$ cat src/rtl/word_subtract_sequencer.sv
// Multi-byte subtract controller. Walks two NUM_BYTES-wide operands through an
// external byte_subtractor one byte per step (LSB first), chaining the borrow
// between steps, and presents the assembled difference on a start/done handshake.
module word_subtract_sequencer #(
  parameter int DATA_WIDTH = 8,
  parameter int NUM_BYTES  = 4,
  parameter int IDX_WIDTH  = (NUM_BYTES > 1) ? $clog2(NUM_BYTES) : 1
) (
  input  logic                            clk,
  input  logic                            reset,
  input  logic                            start,
  input  logic [NUM_BYTES*DATA_WIDTH-1:0] operand_a,
  input  logic [NUM_BYTES*DATA_WIDTH-1:0] operand_b,
  input  logic                            borrow_in,
  output logic                            busy,
  output logic                            done,
  output logic [NUM_BYTES*DATA_WIDTH-1:0] result,
  output logic                            borrow_out,
  output logic                            zero,
  output logic [DATA_WIDTH-1:0]           sub_a,
  output logic [DATA_WIDTH-1:0]           sub_b,
  output logic                            sub_borrow_in,
  output logic                            sub_start,
  input  logic [DATA_WIDTH-1:0]           sub_diff,
  input  logic                            sub_borrow_out,
  input  logic                            sub_done
);

  localparam int W = NUM_BYTES * DATA_WIDTH;

  typedef enum logic [1:0] {
    ST_IDLE = 2'd0,
    ST_EXEC = 2'd1,
    ST_DONE = 2'd2
  } state_e;

  state_e                 state_q, state_d;
  logic [W-1:0]           a_q, a_d;
  logic [W-1:0]           b_q, b_d;
  logic [W-1:0]           acc_q, acc_d;
  logic                   brw_q, brw_d;
  logic [IDX_WIDTH-1:0]   idx_q, idx_d;
  logic [W-1:0]           result_q, result_d;
  logic                   borrow_out_q, borrow_out_d;
  logic                   zero_q, zero_d;
  logic [W-1:0]           acc_upd_s;
  logic                   last_byte_s;

  // Next-state and datapath update; the accumulator with the current byte
  // merged in is what gets published on the final step.
  always_comb begin
    state_d      = state_q;
    a_d          = a_q;
    b_d          = b_q;
    acc_d        = acc_q;
    brw_d        = brw_q;
    idx_d        = idx_q;
    result_d     = result_q;
    borrow_out_d = borrow_out_q;
    zero_d       = zero_q;
    acc_upd_s    = acc_q;
    acc_upd_s[idx_q*DATA_WIDTH +: DATA_WIDTH] = sub_diff;
    last_byte_s  = (idx_q == IDX_WIDTH'(NUM_BYTES - 1));
    case (state_q)
      ST_IDLE: begin
        if (start) begin
          a_d     = operand_a;
          b_d     = operand_b;
          brw_d   = borrow_in;
          idx_d   = {IDX_WIDTH{1'b0}};
          acc_d   = {W{1'b0}};
          state_d = ST_EXEC;
        end else begin
          state_d = ST_IDLE;
        end
      end
      ST_EXEC: begin
        if (sub_done) begin
          acc_d = acc_upd_s;
          brw_d = sub_borrow_out;
          if (last_byte_s) begin
            state_d      = ST_DONE;
            result_d     = acc_upd_s;
            borrow_out_d = sub_borrow_out;
            zero_d       = (acc_upd_s == {W{1'b0}});
          end else begin
            idx_d = idx_q + IDX_WIDTH'(1);
          end
        end else begin
          state_d = ST_EXEC;
        end
      end
      ST_DONE: begin
        state_d = ST_IDLE;
      end
      default: begin
        state_d = ST_IDLE;
      end
    endcase
  end

  // State and datapath registers with synchronous reset.
  always_ff @(posedge clk) begin
    if (reset) begin
      state_q      <= ST_IDLE;
      a_q          <= {W{1'b0}};
      b_q          <= {W{1'b0}};
      acc_q        <= {W{1'b0}};
      brw_q        <= 1'b0;
      idx_q        <= {IDX_WIDTH{1'b0}};
      result_q     <= {W{1'b0}};
      borrow_out_q <= 1'b0;
      zero_q       <= 1'b0;
    end else begin
      state_q      <= state_d;
      a_q          <= a_d;
      b_q          <= b_d;
      acc_q        <= acc_d;
      brw_q        <= brw_d;
      idx_q        <= idx_d;
      result_q     <= result_d;
      borrow_out_q <= borrow_out_d;
      zero_q       <= zero_d;
    end
  end

  // Byte-subtractor drive decoded from registers; quiet (all zero) outside EXEC.
  always_comb begin
    sub_start     = 1'b0;
    sub_a         = {DATA_WIDTH{1'b0}};
    sub_b         = {DATA_WIDTH{1'b0}};
    sub_borrow_in = 1'b0;
    if (state_q == ST_EXEC) begin
      sub_start     = 1'b1;
      sub_a         = a_q[idx_q*DATA_WIDTH +: DATA_WIDTH];
      sub_b         = b_q[idx_q*DATA_WIDTH +: DATA_WIDTH];
      sub_borrow_in = brw_q;
    end else begin
      sub_start     = 1'b0;
    end
  end

  assign busy       = (state_q != ST_IDLE);
  assign done       = (state_q == ST_DONE);
  assign result     = result_q;
  assign borrow_out = borrow_out_q;
  assign zero       = zero_q;

endmodule
$ cat config.mk
export PLATFORM = sky130hd
export DESIGN_NAME = word_subtract_sequencer
export DESIGN_NICKNAME = d
export VERILOG_FILES = /design/src/rtl/word_subtract_sequencer.sv
export SDC_FILE = /design/constraint.sdc
export NUM_CORES = 1
export LEC_CHECK = 0
export ABC_CLOCK_PERIOD_IN_PS = 3900
export BUFFER_PORTS_ARGS = -buffer_cell sky130_fd_sc_hd__buf_2
export CAP_MARGIN = 20
export CORE_AREA = 2 2 144 76
export DETAILED_ROUTE_END_ITERATION = 10
export DIE_AREA = 0 0 146 78
export HOLD_SLACK_MARGIN = 0.08
export PLACE_DENSITY = 0.93
export SLEW_MARGIN = 0
export SYNTH_ARGS = -nofsm -noshare
export SYNTH_HDL_FRONTEND = slang
export SYNTH_SLANG_ARGS = --single-unit
$ cat constraint.sdc
create_clock -name clk -period 3.9 [get_ports clk]
set_input_delay 0.585 -clock clk [delete_from_list [all_inputs] [get_ports clk]]
set_output_delay 0.585 -clock clk [all_outputs]
set_load 0.005 [all_outputs]
* Word level (Yosys, flattened, before mapping)
Cells that the tools add are included.
Word-level totals: input bits 78, register bits after elaboration 135, output and inout bits 54, logic and storage cells 49
Operators by class: shift-type cells 4, reduce and logical (&&, ||, !) cells 8, multiplexer cells 19, add/subtract/negate cells 2, equality and inequality tests 7
Operator list (count):
- 32-bit two-way mux | 2
- 32-bit one-hot mux with 2 select lines | 1
- 32-bit by 6-bit variable part select with 8-bit output | 2
- 5-bit negation with 34-bit output | 1
- 8-bit by 34-bit variable shift with 32-bit output, first input constant | 1
- 8-bit by 34-bit variable part select with 32-bit output | 1
- 32-bit bitwise mux | 1
- 32-bit zero test | 1
- 8-bit two-way mux | 2
- 2-bit two-way mux | 5
- 2-bit one-hot mux with 2 select lines | 2
- 2-bit inequality test, second input constant | 3
- 3-bit AND reduction | 2
- 1-bit two-way mux | 5
- 2-bit equality test, second input constant | 2
- 4-bit AND reduction | 1
- 2-bit nonzero test | 2
- 3-bit inequality test, second input constant | 1
- 2-bit by 1-bit adder with 2-bit output, second input constant | 1
- 2-bit by 1-bit equality test with 1-bit output, second input constant | 1
- 2-bit zero test | 1
- 1-bit one-hot mux with 2 select lines | 1
- 2-bit AND reduction | 1

* Logic depth before layout (Yosys ltp)
word-level depth 5, gate-level depth with buffers 10, gate-level depth less buffers 7

* Worst setup path before layout
Ideal clock, no wire load.
path kind register -> register, start point reg idx_q[1], end point reg zero_q, in the netlist zero, required time 3787 ps, arrival 2199 ps, cell stages (with the launch flop) 10, period minus slack after synthesis 2313 ps, slack 1587 ps, setup time 113 ps, path buffers 2, cells stage by stage dfxtp_1 buf_2 buf_2 inv_1 ha_1 or3b_2 o2bb2ai_1 nor4_1 nand4_1 nand2_1
Between the ends: cells in the longest elaborated chain, start to end 4, elaborated cells on any way between the ends 7, classes of those cells 1 x add/sub; 1 x eq/ne; 2 x shift; 1 x mux; 2 x reduce/logical
RTL lines:
- from (decl) | line 42 | logic [IDX_WIDTH-1:0] idx_q, idx_d;
- from (signal assigned) | line 110 | idx_q <= {IDX_WIDTH{1'b0}};
- from (signal assigned) | line 120 | idx_q <= idx_d;
- 5-bit negation with 34-bit output | line 62 | acc_upd_s[idx_q*DATA_WIDTH +: DATA_WIDTH] = sub_diff;
- 8-bit by 34-bit variable part select with 32-bit output / 8-bit by 34-bit variable shift with 32-bit output (equally long branches) | line 62
- 32-bit bitwise mux | line 62
- 32-bit zero test | line 85 | zero_d = (acc_upd_s == {W{1'b0}});
- to (signal assigned) | line 123 | zero_q <= zero_d;
- to (decl) | line 45 | logic zero_q, zero_d;
Several ways; a longest one is shown, not always the timed one. A chain may end at the register's enable or synchronous reset.

* Worst setup path after layout
start point reg idx_q[1], end point out sub_b[6]
Between the ends: cells in the longest elaborated chain, start to end 2
RTL lines:
- 32-bit by 6-bit variable part select with 8-bit output | line 136 | sub_b = b_q[idx_q*DATA_WIDTH +: DATA_WIDTH];
- 8-bit two-way mux | line 133 | if (state_q == ST_EXEC) begin
- to (decl) | line 21 | output logic [DATA_WIDTH-1:0] sub_b,
Every way passes these cells.

==> metrics.log <==
[metrics] Worst Setup End Kind: primary output
[metrics] CP Class: flop to primary output
[metrics] Top Ports: 132
[metrics] Setup Buffers After CTS: 0
[metrics] post-placement worst setup slack: 1.41 ns
[metrics] number of synthesized flops with an enable pin: 0
[metrics] area share of the leading cell type in the synthesized netlist: 47.2%
[metrics] Die Outline Area: 11400 um^2
[metrics] M1 GR Usage: 32.1%
[metrics] Worst R2R Start: idx_q[1]
[metrics] Worst Path Arrival: 2.22 ns
[metrics] routability congestion estimate from global placement: 0.889
[metrics] area of combinational cells with multiple inputs: 2760 um^2
[metrics] Netlist Area Pre-Place: 5730 um^2
[metrics] post-cts gate resize count: 0
[metrics] setup-violating endpoint count in the final report: 0
[metrics] unrepaired setup endpoints after global routing: false
[metrics] share of power burned in combinational logic: 8.1%
[metrics] nets@finish: 880
[metrics] fraction of met3 tracks used by global routing: 7.71%
[metrics] power per standard cell area: 484 nW/um^2
[metrics] summed area of non-filler cells in the final layout: 7050 um^2
[metrics] clock tree buffer depth: 2
[metrics] worst setup skew after layout: 0.00629 ns
[metrics] total area of sequential cells: 2700 um^2
[metrics] maximum frequency from static timing analysis: 356 MHz
[metrics] total congestion overflow after global routing: 0
[metrics] width of the die: 146 um
[metrics] num rows: 26
[metrics] number of buffers inserted during clock tree synthesis: 17
[metrics] Post-route DRC: 0
[metrics] Register-to-Register Setup Slack: 1.37 ns
[metrics] switching power of the nets: 803 uW
[metrics] DR vias/cell: 5.74
[metrics] number of global-route vias before repair: 5239
[metrics] source of the critical timing path: idx_q[1]
[metrics] internal cell power: 2.61 mW
[metrics] switching part of the total: 23.5%
[metrics] startpoint kind of the worst setup timing path: flop
[metrics] top cells by area, synth: sky130_fd_sc_hd__dfxtp_1, sky130_fd_sc_hd__nand2_1, sky130_fd_sc_hd__a21oi_1
[metrics] Wirelength per Cell: 16.5 um
[metrics] ratio of final minimum period to clock period: 72.0%
[metrics] max-slew violations: 0
[metrics] ratio of cells with drive above 1 in the final layout: 24.7%
[metrics] number of DRC markers after the initial detailed-route iteration: 425
[metrics] cell count of the worst reg-to-reg path: 6
[metrics] root buffer cell: sky130_fd_sc_hd__clkbuf_16
[metrics] Setup crit end: sub_b[6]
[metrics] clock network latency to the later pin of the worst-skew pair: 0.43 ns
[metrics] reg2reg end: result[27]
[metrics] n_diodes: 0
[metrics] Synth area leader: sky130_fd_sc_hd__dfxtp_1
[metrics] part of the total power dissipated in sequential elements: 42.5%
[metrics] sink count of the clock tree: 135
[metrics] number of antenna violations at the first check in global routing: 0
[metrics] endpoints failing hold: 0
[metrics] die span in y: 78 um
[metrics] gate count of the mapped netlist: 686
[metrics] worst voltage drop across the vdd grid: 307 uV
[metrics] overall track demand over capacity in global routing: 27.4%
[metrics] Period minus WS final: 2.81 ns
[metrics] max capacitance violation total: 0
[metrics] Clock transition at path regs: 0.06 ns
[metrics] Detail Placement HPWL: 9.86 mm
[metrics] gr busiest metal: met2
[metrics] HP Class: primary input to flop
[metrics] final critical-path setup slack: 1.09 ns
[metrics] slew at the pin closest to its max-slew limit: 0.654 ns
[metrics] largest driver fanout on the critical path: 13
[metrics] post-synthesis cell type count: 36
[metrics] Core Box Area: 10000 um^2
[metrics] initial core utilization: 57.2%
[metrics] headroom to the max-slew limit: 56.4%
[metrics] largest net degree at the start of global routing: 65
[metrics] wire length of the first global-routing pass: 24.8 mm
[metrics] area delta synth->final: 23.1%
[metrics] number of buffers added to fix hold violations after cts: 0
[metrics] met2 layer usage reported by global route: 46.4%
[metrics] part of the Yosys area used for sequential elements: 47.2%
[metrics] placement-stage cell area: 6430 um^2
[metrics] Sum Neg Setup Slack: 0 ns
[metrics] most common cell in the netlist: sky130_fd_sc_hd__nand2_1
[metrics] antenna-violating nets left: 0
[metrics] outcome: completed
[metrics] # fillers: 754
[metrics] TritonCTS clock tree: yes
[metrics] fraction of registers with async set or reset after synthesis: 0%
[metrics] deepest level of the CTS H-tree: 4
[metrics] total nets after synthesis: 770
[metrics] iteration count of the initial detailed-routing pass: 5
[metrics] reported leakage power: 2.90 nW
[metrics] Mapped Avg Cell Area: 8.35 um^2
[metrics] clock network fraction of design power: 49.4%
[metrics] register bit total from synthesis: 135
[metrics] list of most frequent post-synthesis cells: sky130_fd_sc_hd__nand2_1, sky130_fd_sc_hd__dfxtp_1, sky130_fd_sc_hd__a21oi_1, sky130_fd_sc_hd__nor2_1, sky130_fd_sc_hd__a22oi_1
[metrics] most frequently used flop master after synthesis: sky130_fd_sc_hd__dfxtp_1
[metrics] synthesis warning total: 0
[metrics] required time at the worst-slack endpoint: 3.31 ns
[metrics] total via count after detailed routing: 5451
[metrics] final wirelength: 15.6 mm
[metrics] Port-buffer cells: 131
metal layers:
| layer | part of all wire (%) | vias to the layer above |
|---|---|---|
| met5 | 0 | - |
| met1 | 41 | 2560 |
| met4 | 3.7 | 0 |
| met2 | 49 | 247 |
| met3 | 7.1 | 68 |
| li1 | - | 2576 |
cell families after synthesis:
kind of cell / synth area share (%)
DFF: 47.2
and+or+nand+nor: 22.6
AOI/OAI and AO/OA: 17.8
muxes: 6.29
adders and majority gates: 1.31
buffers and inverters: 4.78
how the worst min path moves through the flow:
stage	startpoint	end	cells after the start
detailed placement	result[22]	result[22]	2
global placement	a_q[7]	a_q[7]	2
finish	operand_b[3]	b_q[3]	3
CTS	operand_b[3]	b_q[3]	3
floorplan	a_q[16]	a_q[16]	2
global route	operand_b[0]	b_q[0]	3
sequential cells by signal, summed over array words and instances (netlist names):
register    count
state_q         2
borrow_out      1
result         32
zero            1
b_q            32
a_q            32
brw_q           1
acc_q          32
idx_q           2
through the flow:
| stage | hold slack, ns | total power, mW | util (%) | cells |
|---|---|---|---|---|
| 2_1_floorplan | 0.433 | 1.65 | - | 686 |
| 3_3_place_gp | 0.438 | 1.73 | 64.0 | 916 |
| 3_5_place_dp | 0.443 | 1.75 | 64.2 | 917 |
| 4_1_cts | 0.386 | 3.42 | 70.4 | 949 |
| 5_1_grt | 0.398 | 3.52 | 70.4 | 949 |
| 6_report | 0.395 | 3.41 | 70.4 | 949 |
cells in the final DEF (no fill, tap or decap), types with 11 or more instances in the layout:
cell type,instances
sky130_fd_sc_hd__nor2_1,53
sky130_fd_sc_hd__dfxtp_1,135
sky130_fd_sc_hd__buf_2,130
sky130_fd_sc_hd__a21oi_1,95
sky130_fd_sc_hd__nor3_1,11
sky130_fd_sc_hd__buf_4,11
sky130_fd_sc_hd__and2_1,18
sky130_fd_sc_hd__clkbuf_16,17
sky130_fd_sc_hd__a22oi_1,32
sky130_fd_sc_hd__a22o_1,24
sky130_fd_sc_hd__mux4_2,16
sky130_fd_sc_hd__nand2_1,193
area by class of cell:
cell class / count / share of cell area, %
clock inverter: 14 / 2.57
tap: 140 / 2.48
clock buffer: 18 / 6.23
timing repair buffer: 142 / 10.7
inverter: 12 / 0.639
sequential: 135 / 38.3
multi-input combinational: 488 / 39.1
power by group through the flow:
stage | Sequential, mW | Clock, mW | Combinational, mW
finish | 1.45 | 1.69 | 0.277
global route | 1.45 | 1.76 | 0.305
CTS | 1.45 | 1.69 | 0.274
detailed placement | 1.48 | 0 | 0.269
global placement | 1.48 | 0 | 0.259
floorplan | 1.47 | 0 | 0.179
critical path, stage by stage (launching register included):
cell and delay (ns):
sky130_fd_sc_hd__dfxtp_1 0.63, sky130_fd_sc_hd__buf_4 0.33, sky130_fd_sc_hd__mux4_2 0.53, sky130_fd_sc_hd__and2_1 0.18, sky130_fd_sc_hd__buf_2 0.12
(Power assumes the default switching activity.)
